## src/rtl/rip_seq_ctrl_if.sv

```systemverilog
// Handshake and operand/result bundle for rip_seq_ctrl.
// The i_/o_ prefixes name each signal's direction as seen from the sequencer.
interface rip_seq_ctrl_if #(
  parameter int SIZE  = 4,
  parameter int WORDS = 4
);
  localparam int W = SIZE * WORDS;

  logic         i_start;
  logic         i_sub;
  logic         i_cin;
  logic [W-1:0] i_a_in;
  logic [W-1:0] i_b_in;
  logic         o_busy;
  logic         o_done;
  logic [W-1:0] o_sum;
  logic         o_cout;
  logic         o_ovf;

  modport slave (
    input  i_start, i_sub, i_cin, i_a_in, i_b_in,
    output o_busy, o_done, o_sum, o_cout, o_ovf
  );

  modport master (
    output i_start, i_sub, i_cin, i_a_in, i_b_in,
    input  o_busy, o_done, o_sum, o_cout, o_ovf
  );
endinterface

```

## src/rtl/rip_seq_ctrl.sv

```systemverilog
// Multi-precision add/subtract sequencer: one SIZE-bit ripple adder is walked
// across WORDS words, LSW first, with the carry registered between words.

module rip #(
  parameter int SIZE = 4
) (
  input  logic [SIZE-1:0] i_a,
  input  logic [SIZE-1:0] i_b,
  input  logic            i_cin,
  output logic [SIZE-1:0] o_sum,
  output logic [SIZE-1:0] o_carry
);
  genvar gi;
  generate
    for (gi = 0; gi < SIZE; gi++) begin : g_bit
      logic w_ci;
      logic w_co;
      // Per-bit carry wires keep the chain acyclic at the vector level.
      if (gi == 0) begin : g_lsb
        assign w_ci = i_cin;
      end else begin : g_upper
        assign w_ci = g_bit[gi-1].w_co;
      end
      assign o_sum[gi]   = i_a[gi] ^ i_b[gi] ^ w_ci;
      assign w_co        = (i_a[gi] & i_b[gi]) | (w_ci & (i_a[gi] ^ i_b[gi]));
      assign o_carry[gi] = w_co;
    end
  endgenerate
endmodule

module rip_seq_ctrl #(
  parameter int SIZE  = 4,
  parameter int WORDS = 4
) (
  input  logic                clk,
  input  logic                rst_n,
  rip_seq_ctrl_if.slave       bus
);
  localparam int W    = SIZE * WORDS;
  localparam int IDXW = (WORDS > 1) ? $clog2(WORDS) : 1;
  localparam logic [IDXW-1:0] LAST_IDX = IDXW'(WORDS - 1);

  typedef enum logic [1:0] {
    S_IDLE = 2'd0,
    S_RUN  = 2'd1,
    S_DONE = 2'd2
  } state_t;

  state_t          r_state;
  state_t          w_state_next;
  logic            w_accept;
  logic            w_last;

  logic [IDXW-1:0] r_idx;
  logic            r_carry;
  logic            r_sub;
  logic [W-1:0]    r_a;
  logic [W-1:0]    r_b;
  logic [W-1:0]    r_sum;
  logic            r_cout;
  logic            r_ovf;

  logic [SIZE-1:0] w_a_word;
  logic [SIZE-1:0] w_b_word;
  logic [SIZE-1:0] w_add_sum;
  logic [SIZE-1:0] w_add_carry;

  // Word selection from the latched operands; subtraction inverts b and
  // relies on carry_q having been preset to 1 at accept.
  assign w_a_word = r_a[int'(r_idx) * SIZE +: SIZE];
  assign w_b_word = r_sub ? ~r_b[int'(r_idx) * SIZE +: SIZE]
                          :  r_b[int'(r_idx) * SIZE +: SIZE];

  rip #(.SIZE(SIZE)) u_rip (
    .i_a     (w_a_word),
    .i_b     (w_b_word),
    .i_cin   (r_carry),
    .o_sum   (w_add_sum),
    .o_carry (w_add_carry)
  );

  always_ff @(posedge clk or negedge rst_n) begin
    if (!rst_n) begin
      r_state <= S_IDLE;
    end else begin
      r_state <= w_state_next;
    end
  end

  always_comb begin
    w_state_next = r_state;
    w_accept     = 1'b0;
    w_last       = 1'b0;
    case (r_state)
      S_IDLE: begin
        if (bus.i_start) begin
          w_accept     = 1'b1;
          w_state_next = S_RUN;
        end
      end
      S_RUN: begin
        if (r_idx == LAST_IDX) begin
          w_last       = 1'b1;
          w_state_next = S_DONE;
        end
      end
      S_DONE: begin
        w_state_next = S_IDLE;
      end
      default: begin
        w_state_next = S_IDLE;
      end
    endcase
  end

  always_ff @(posedge clk or negedge rst_n) begin
    if (!rst_n) begin
      r_idx   <= '0;
      r_carry <= 1'b0;
      r_sub   <= 1'b0;
      r_a     <= '0;
      r_b     <= '0;
      r_sum   <= '0;
      r_cout  <= 1'b0;
      r_ovf   <= 1'b0;
    end else if (w_accept) begin
      r_a     <= bus.i_a_in;
      r_b     <= bus.i_b_in;
      r_sub   <= bus.i_sub;
      r_idx   <= '0;
      r_carry <= bus.i_sub ? 1'b1 : bus.i_cin;
      r_sum   <= '0;
    end else if (r_state == S_RUN) begin
      r_sum[int'(r_idx) * SIZE +: SIZE] <= w_add_sum;
      r_carry <= w_add_carry[SIZE-1];
      if (w_last) begin
        // Signed overflow: carry into the MSB differs from carry out of it.
        r_cout <= w_add_carry[SIZE-1];
        r_ovf  <= w_add_carry[SIZE-1] ^ w_add_carry[SIZE-2];
      end else begin
        r_idx <= r_idx + 1'b1;
      end
    end
  end

  assign bus.o_busy = (r_state != S_IDLE);
  assign bus.o_done = (r_state == S_DONE);
  assign bus.o_sum  = r_sum;
  assign bus.o_cout = r_cout;
  assign bus.o_ovf  = r_ovf;
endmodule

```

## src/flat_wrapper.sv

```systemverilog
// flat-port wrapper written by rule: the top's interface ports become plain ports
module rip_seq_ctrl_flat 
#(
  parameter int SIZE  = 4,
  parameter int WORDS = 4
)
  (clk, rst_n, bus_i_start, bus_i_sub, bus_i_cin, bus_i_a_in, bus_i_b_in, bus_o_busy, bus_o_done, bus_o_sum, bus_o_cout, bus_o_ovf);
  rip_seq_ctrl_if #(.SIZE(SIZE), .WORDS(WORDS)) bus_i ();
  input  logic clk;
  input  logic rst_n;
  input wire logic [$bits(bus_i.i_start)-1:0] bus_i_start;
  input wire logic [$bits(bus_i.i_sub)-1:0] bus_i_sub;
  input wire logic [$bits(bus_i.i_cin)-1:0] bus_i_cin;
  input wire logic [$bits(bus_i.i_a_in)-1:0] bus_i_a_in;
  input wire logic [$bits(bus_i.i_b_in)-1:0] bus_i_b_in;
  output wire logic [$bits(bus_i.o_busy)-1:0] bus_o_busy;
  output wire logic [$bits(bus_i.o_done)-1:0] bus_o_done;
  output wire logic [$bits(bus_i.o_sum)-1:0] bus_o_sum;
  output wire logic [$bits(bus_i.o_cout)-1:0] bus_o_cout;
  output wire logic [$bits(bus_i.o_ovf)-1:0] bus_o_ovf;
  assign bus_i.i_start = bus_i_start;
  assign bus_i.i_sub = bus_i_sub;
  assign bus_i.i_cin = bus_i_cin;
  assign bus_i.i_a_in = bus_i_a_in;
  assign bus_i.i_b_in = bus_i_b_in;
  assign bus_o_busy = bus_i.o_busy;
  assign bus_o_done = bus_i.o_done;
  assign bus_o_sum = bus_i.o_sum;
  assign bus_o_cout = bus_i.o_cout;
  assign bus_o_ovf = bus_i.o_ovf;
  rip_seq_ctrl #(.SIZE(SIZE), .WORDS(WORDS)) u_core (.clk(clk), .rst_n(rst_n), .bus(bus_i));
endmodule
```

## config.mk

```make
export PLATFORM = sky130hd
export DESIGN_NAME = rip_seq_ctrl_flat
export DESIGN_NICKNAME = d
export VERILOG_FILES = /design/src/rtl/rip_seq_ctrl_if.sv /design/src/rtl/rip_seq_ctrl.sv /design/src/flat_wrapper.sv
export SDC_FILE = /design/constraint.sdc
export NUM_CORES = 1
export LEC_CHECK = 0
export ABC_AREA = 0
export CORE_UTILIZATION = 50
export DETAILED_ROUTE_END_ITERATION = 10
export GPL_TIMING_DRIVEN = 0
export PLACE_DENSITY = 0.88
export SETUP_SLACK_MARGIN = 0.1
export SYNTH_ARGS = -nofsm -noshare
export SYNTH_HDL_FRONTEND = slang
export SYNTH_SLANG_ARGS = --single-unit
```

## constraint.sdc

```tcl
create_clock -name clk -period 3.95 [get_ports clk]
set_input_delay 0.395 -clock clk [delete_from_list [all_inputs] [get_ports clk]]
set_output_delay 0.395 -clock clk [all_outputs]
set_load 0.05 [all_outputs]
```

# Word-level counts from Yosys, hierarchy flattened
# Cells that the tools add are included.
# totals
inputBits	37
ff_bits	56
wordCells	67
# classes
eq_ne	6
mux	17
reduce_logical	6
bitwise	23
n_addsub	2
shift	4
# ops
cell	count
negator 4 -> 33 bit	1
variable shift 4 x 33 -> 16 bit, first input constant	1
indexed part select 4 x 33 -> 16 bit	1
2-to-1 mux 16 bit	2
indexed part select 16 x 5 -> 4 bit	2
bitwise mux 16 bit	1
2-to-1 mux 2 bit	5
XOR 1 bit	9
AND 1 bit	8
2-to-1 mux 1 bit	7
equality test 2 bit, second input constant	2
2-to-1 mux 4 bit	1
!= test 2 x 1 -> 1 bit, second input constant	2
inverter 4 bit	1
bitwise OR 1 bit	4
case mux 2 bit (2 select lines)	1
AND reduction 2 bit	2
nonzero test 2 bit	2
AND reduction 3 bit	1
adder 2 x 1 -> 2 bit, second input constant	1
equality test 2 x 1 -> 1 bit, second input constant	1
zero test 2 bit	1
!= test 2 bit, second input constant	1
inverter 1 bit	1

# Longest topological paths before layout
# logic_depth
ltp_word	15
ltp_mapped	10
mapped_depth_nobuf	9

# Hierarchy
# From an unflattened synthesis, not the netlist that was laid out.
# hier_totals
cells_unflattened	175
hier_area_um2	2618.8
# by_module_without_submodules
mod	instances	area_each_um2	cells_per_inst
rip_seq_ctrl	1	2508.7	167
rip	1	110.1	8

# Least setup slack after synthesis
# No wires, ideal clock.
# synth_timing
path_type	flip-flop to flip-flop
startpoint	reg u_core.r_idx[0]
endpoint	reg u_core.r_sum[11] (netlist: u_core.bus.o_sum[11])
t_arrival_ns	2.936
synth_period_minus_slack_ns	3.032
n_path_buf	1
path_slack_ns	0.918
t_required_ns	3.854
setup_ns	0.096
path_stages_with_launch	8
cell_sequence	dfrtp_1 buf_2 mux4_2 xnor2_1 fa_1 fa_1 fa_1 o31ai_1
# synth_between
elab_chain_cells	15
elab_cells_between_ends	27
cone_classes	add/sub (1); shift (4); mux (4); bitwise (18)
# synth_lines
item	line_no	rtl
start: declaration	rip_seq_ctrl.sv:54	logic [IDXW-1:0] r_idx;
start signal: assignment	rip_seq_ctrl.sv:141	r_idx <= r_idx + 1'b1;
indexed part select 16 x 5 -> 4 bit	rip_seq_ctrl.sv:71, rip_seq_ctrl.sv:72	
inverter 4 bit	rip_seq_ctrl.sv:71	assign w_b_word = r_sub ? ~r_b[int'(r_idx) * SIZE +: SIZE]
2-to-1 mux 4 bit	rip_seq_ctrl.sv:71	
XOR 1 bit	rip_seq_ctrl.sv:24, rip_seq_ctrl.sv:25	
AND 1 bit	rip_seq_ctrl.sv:25	assign w_co = (i_a[gi] & i_b[gi]) | (w_ci & (i_a[gi] ^ i_b[gi]));
bitwise OR 1 bit	rip_seq_ctrl.sv:25	
AND 1 bit	rip_seq_ctrl.sv:25	
bitwise OR 1 bit	rip_seq_ctrl.sv:25	
AND 1 bit	rip_seq_ctrl.sv:25	
bitwise OR 1 bit	rip_seq_ctrl.sv:25	
XOR 1 bit	rip_seq_ctrl.sv:24	assign o_sum[gi] = i_a[gi] ^ i_b[gi] ^ w_ci;
indexed part select 4 x 33 -> 16 bit	rip_seq_ctrl.sv:134	r_sum[int'(r_idx) * SIZE +: SIZE] <= w_add_sum;
bitwise mux 16 bit (*)	rip_seq_ctrl.sv:134	
2-to-1 mux 16 bit (*)	rip_seq_ctrl.sv:133	end else if (r_state == S_RUN) begin
2-to-1 mux 16 bit (*)	rip_seq_ctrl.sv:126	end else if (w_accept) begin
end signal: indexed assignment	rip_seq_ctrl.sv:134	
end: declaration	rip_seq_ctrl.sv:59	logic [W-1:0] r_sum;
# Mark *: on every way between the ends. The rest lies on a longest branch, timed or not. The select of a mux whose other input is x is not followed.
# A chain may end at the register's enable or synchronous reset.

# Worst setup path after layout
# layout_timing
startpoint	reg u_core.r_idx[1]
endpoint	reg u_core.r_sum[11] (netlist: u_core.bus.o_sum[11])
# The elaborated chain is that of the path after synthesis.

==> flow_metrics.env <==
export IMPL_grt_pass1_wl_mm=9.52
export IMPL_pre_cts_ws_ps=466
export IMPL_post_cts_buffers=0
export IMPL_cts_max_path_buffers=2
export IMPL_hp_class="in2async"
export IMPL_drive_above_1_share_pct=9.12
export IMPL_grt_setup_unrepaired="false"
export IMPL_grt_pass1_vias=2052
export IMPL_hpwlAfterDp_mm=4.04
export IMPL_synthCells=264
export IMPL_reg2reg_slack_ps=400
export IMPL_yosys_cell_count_top_type="nand2_1"
export IMPL_min_period_ps=3550
export IMPL_clk_latency_ps=310
export IMPL_gr_usage_all_layers_pct=23.3
export IMPL_ys_async_sr_fraction_pct=100
export IMPL_wire_per_inst_um=13.5
export IMPL_cpMostUsedCell="fa_1"
export IMPL_worstSetupStartpointType="flip-flop"
export IMPL_yosysTopAreaCellShare_pct=53.5
export IMPL_synth_seq_cells=56
export IMPL_min_period_over_period_pct=89.8
export IMPL_worstPathMaxFanout=10
export IMPL_cp_end_kind="flip-flop"
export IMPL_fmax_ghz=0.282
export IMPL_routed_wl_mm=5.36
export IMPL_synth_top_area_cell="dfrtp_1"
export IMPL_vias=2009
export IMPL_area_delta_synth_final_pct=28.6
export IMPL_grt_max_degree=39
export IMPL_antenna_left=0
export IMPL_hold_violations=0
export IMPL_worst_pin_slew_ps=698
export IMPL_clock_sinks=56
export IMPL_crit_chain="clkbuf_1, mux4_2, xor2_1, fa_1, inv_1, fa_1, fa_1, fa_1, o31ai_1"
export IMPL_ys_seq_area_share_pct=53.5
export IMPL_grt_overflow_total=0
export IMPL_outcome="complete, no violations"
export IMPL_critPathLaunch="u_core.r_idx[1]"
export IMPL_ff2ff_path_depth=9
export IMPL_cap_violations=0
export IMPL_setup_violations=0
export IMPL_port_buffers=56
export IMPL_stdcell_area_um2=3370
export IMPL_r2r_end="u_core.bus.o_sum[11]"
export IMPL_cpMaxStageDelayCell="fa_1"
export IMPL_path_buf_inv=2
export IMPL_leakagePower_nw=1.57
export IMPL_num_rows=25
export IMPL_fin_worst_skew_ps=7.07
export IMPL_antenna_found_initial=0
export IMPL_coreArea_um2=4880
export IMPL_cts_buffers=5
export IMPL_drt_pass1_iter_count=4
export IMPL_viasPerCell=5.07
export IMPL_h_tree_depth=2
export IMPL_path_class="reg2reg"
export IMPL_cts_tree="yes"
export IMPL_slew_headroom_pct=53.3
export IMPL_cts_hold_buffers_added=0
export IMPL_floorplan_die_area_um2=5530
export IMPL_setup_tns_ps=0
export IMPL_crit_end="u_core.bus.o_sum[11]"
export IMPL_synth_edf_count=0
export IMPL_cts_repair_resized=0
export IMPL_critPathArrivalTime_ps=3740
export IMPL_synth_ff_type="dfrtp_1"
export IMPL_power_density_nw_per_um2=898
export IMPL_r2r_start="u_core.r_idx[1]"
export IMPL_yosys_warnings=0
export IMPL_drt_iter0_markers=126
export IMPL_synth_common_cells="nand2_1 (106), dfrtp_1 (56), inv_1 (20), o22ai_1 (11), mux4_2 (8)"
export IMPL_synth_area_leaders="dfrtp_1 (54%), nand2_1 (15%), mux4_2 (6.9%)"
export IMPL_initial_core_util_pct=53.7
export IMPL_power_total_mw=3.02
export IMPL_slowest_delay_ps=550
export IMPL_syn_avg_cell_area_um2=9.92
export IMPL_die_w_um=74.4
export IMPL_nets=373
export IMPL_remaining_drc_errors=0
export IMPL_ys_types=31
export IMPL_placed_cell_area_um2=3280
export IMPL_crit_family="adder cells"
export IMPL_io_pins=57
export IMPL_ir_drop_v=0.000629
export IMPL_crit_cells=9
export IMPL_fin_util_pct=69.0
export IMPL_clk_pin_slew_ps=90
export IMPL_final_max_slew_violation_count=0
export IMPL_antenna_diode_count=0
export IMPL_gp_congestion=0.869
export IMPL_root_buffer="clkbuf_8"
export IMPL_syn_num_nets=309
export IMPL_synth_area_um2=2620
export IMPL_layout_setup_ws_ps=401
export IMPL_required_ps=4150
export IMPL_die_h_um=74.4
-- state kept, by name, indices dropped and copies added (netlist names) --
signal             count
u_core.r_idx           2
u_core.r_a            16
u_core.r_b            16
u_core.r_state         2
u_core.bus.o_sum      16
u_core.bus.o_cout      1
u_core.r_carry         1
u_core.bus.o_ovf       1
u_core.r_sub           1
-- layout make-up --
class                      instances  area (µm²)
multi-input combinational        175        1080
inverter                          20        75.1
timing repair buffer              57         576
fill                             409        1510
tap                               67        83.8
sequential                        56        1400
buffer                            13        65.1
clock buffer                       8        90.1
-- worst min path at each step --
stage	from	end	slack, ps	depth (start not counted)
2_1_floorplan	rst_n	u_core.bus.o_cout	100	0
3_3_place_gp	u_core.r_b[3]	u_core.r_b[3]	450	2
3_5_place_dp	rst_n	u_core.bus.o_sum[3]	360	1
4_1_cts	rst_n	u_core.r_b[12]	20	1
5_1_grt	rst_n	u_core.bus.o_ovf	30	1
6_report	rst_n	u_core.bus.o_sum[12]	20	1
-- per-stage QoR --
stage / hold slack [ps] / cells
after global routing: 29.3 / 396
after detailed placement: 359 / 388
after CTS: 23.3 / 396
final: 18.9 / 396
after floorplan: 99.4 / 264
after global placement: 453 / 387
-- cells by family (layout without fill, tap and decap cells) --
| group | count (synthesis) | in the layout | share of synthesized area (%) |
|---|---|---|---|
| buf+inv | 33 | 98 | 5.35 |
| flops | 56 | 56 | 53.5 |
| fa+ha+maj | 8 | 8 | 4.97 |
| xor+xnor | 6 | 6 | 2.01 |
| mux | 8 | 8 | 6.88 |
| simple gates | 127 | 127 | 20.9 |
| compound gates | 26 | 26 | 6.40 |
-- worst register-to-register path: cells and delay by family, from the launching register on --
kind            cells  cell delay (ps)
xor+xnor            1              210
mux                 1              420
compound gates      1              330
flops               1              390
fa+ha+maj           4             1570
buf+inv             2              520
-- report_power, final --
group	internal [mW]	leakage [nW]	switching (mW)
Combinational	0.708	0.802	1.04
Sequential	0.814	0.719	0.136
Clock	0.144	0.0455	0.177
-- layer usage --
layer	track usage [%]	share of wire, %
met2	39.8	51
met3	5.01	4.1
met5	0	0
met1	29.8	43
met4	7.13	1.2
-- cell usage in the layout (no fill, tap or decap), drive strengths merged --
cell           instances
a21oi                  4
nor3b                  2
nor2b                  1
mux4                   8
ha                     4
or4b                   1
or3                    1
or4                    1
xor2                   1
o211ai                 1
o31ai                  4
or3b                   1
clkdlybuf4s50         55
nand2                106
nand3b                 3
nor2                   2
o21ai                  5
dfrtp                 56
o22ai                 11
nand3                  6
o32ai                  1
inv                   20
fa                     4
buf                   11
nand2b                 2
or2                    1
clkbuf                12
xnor2                  5
Power figures use the tool's default switching activity.
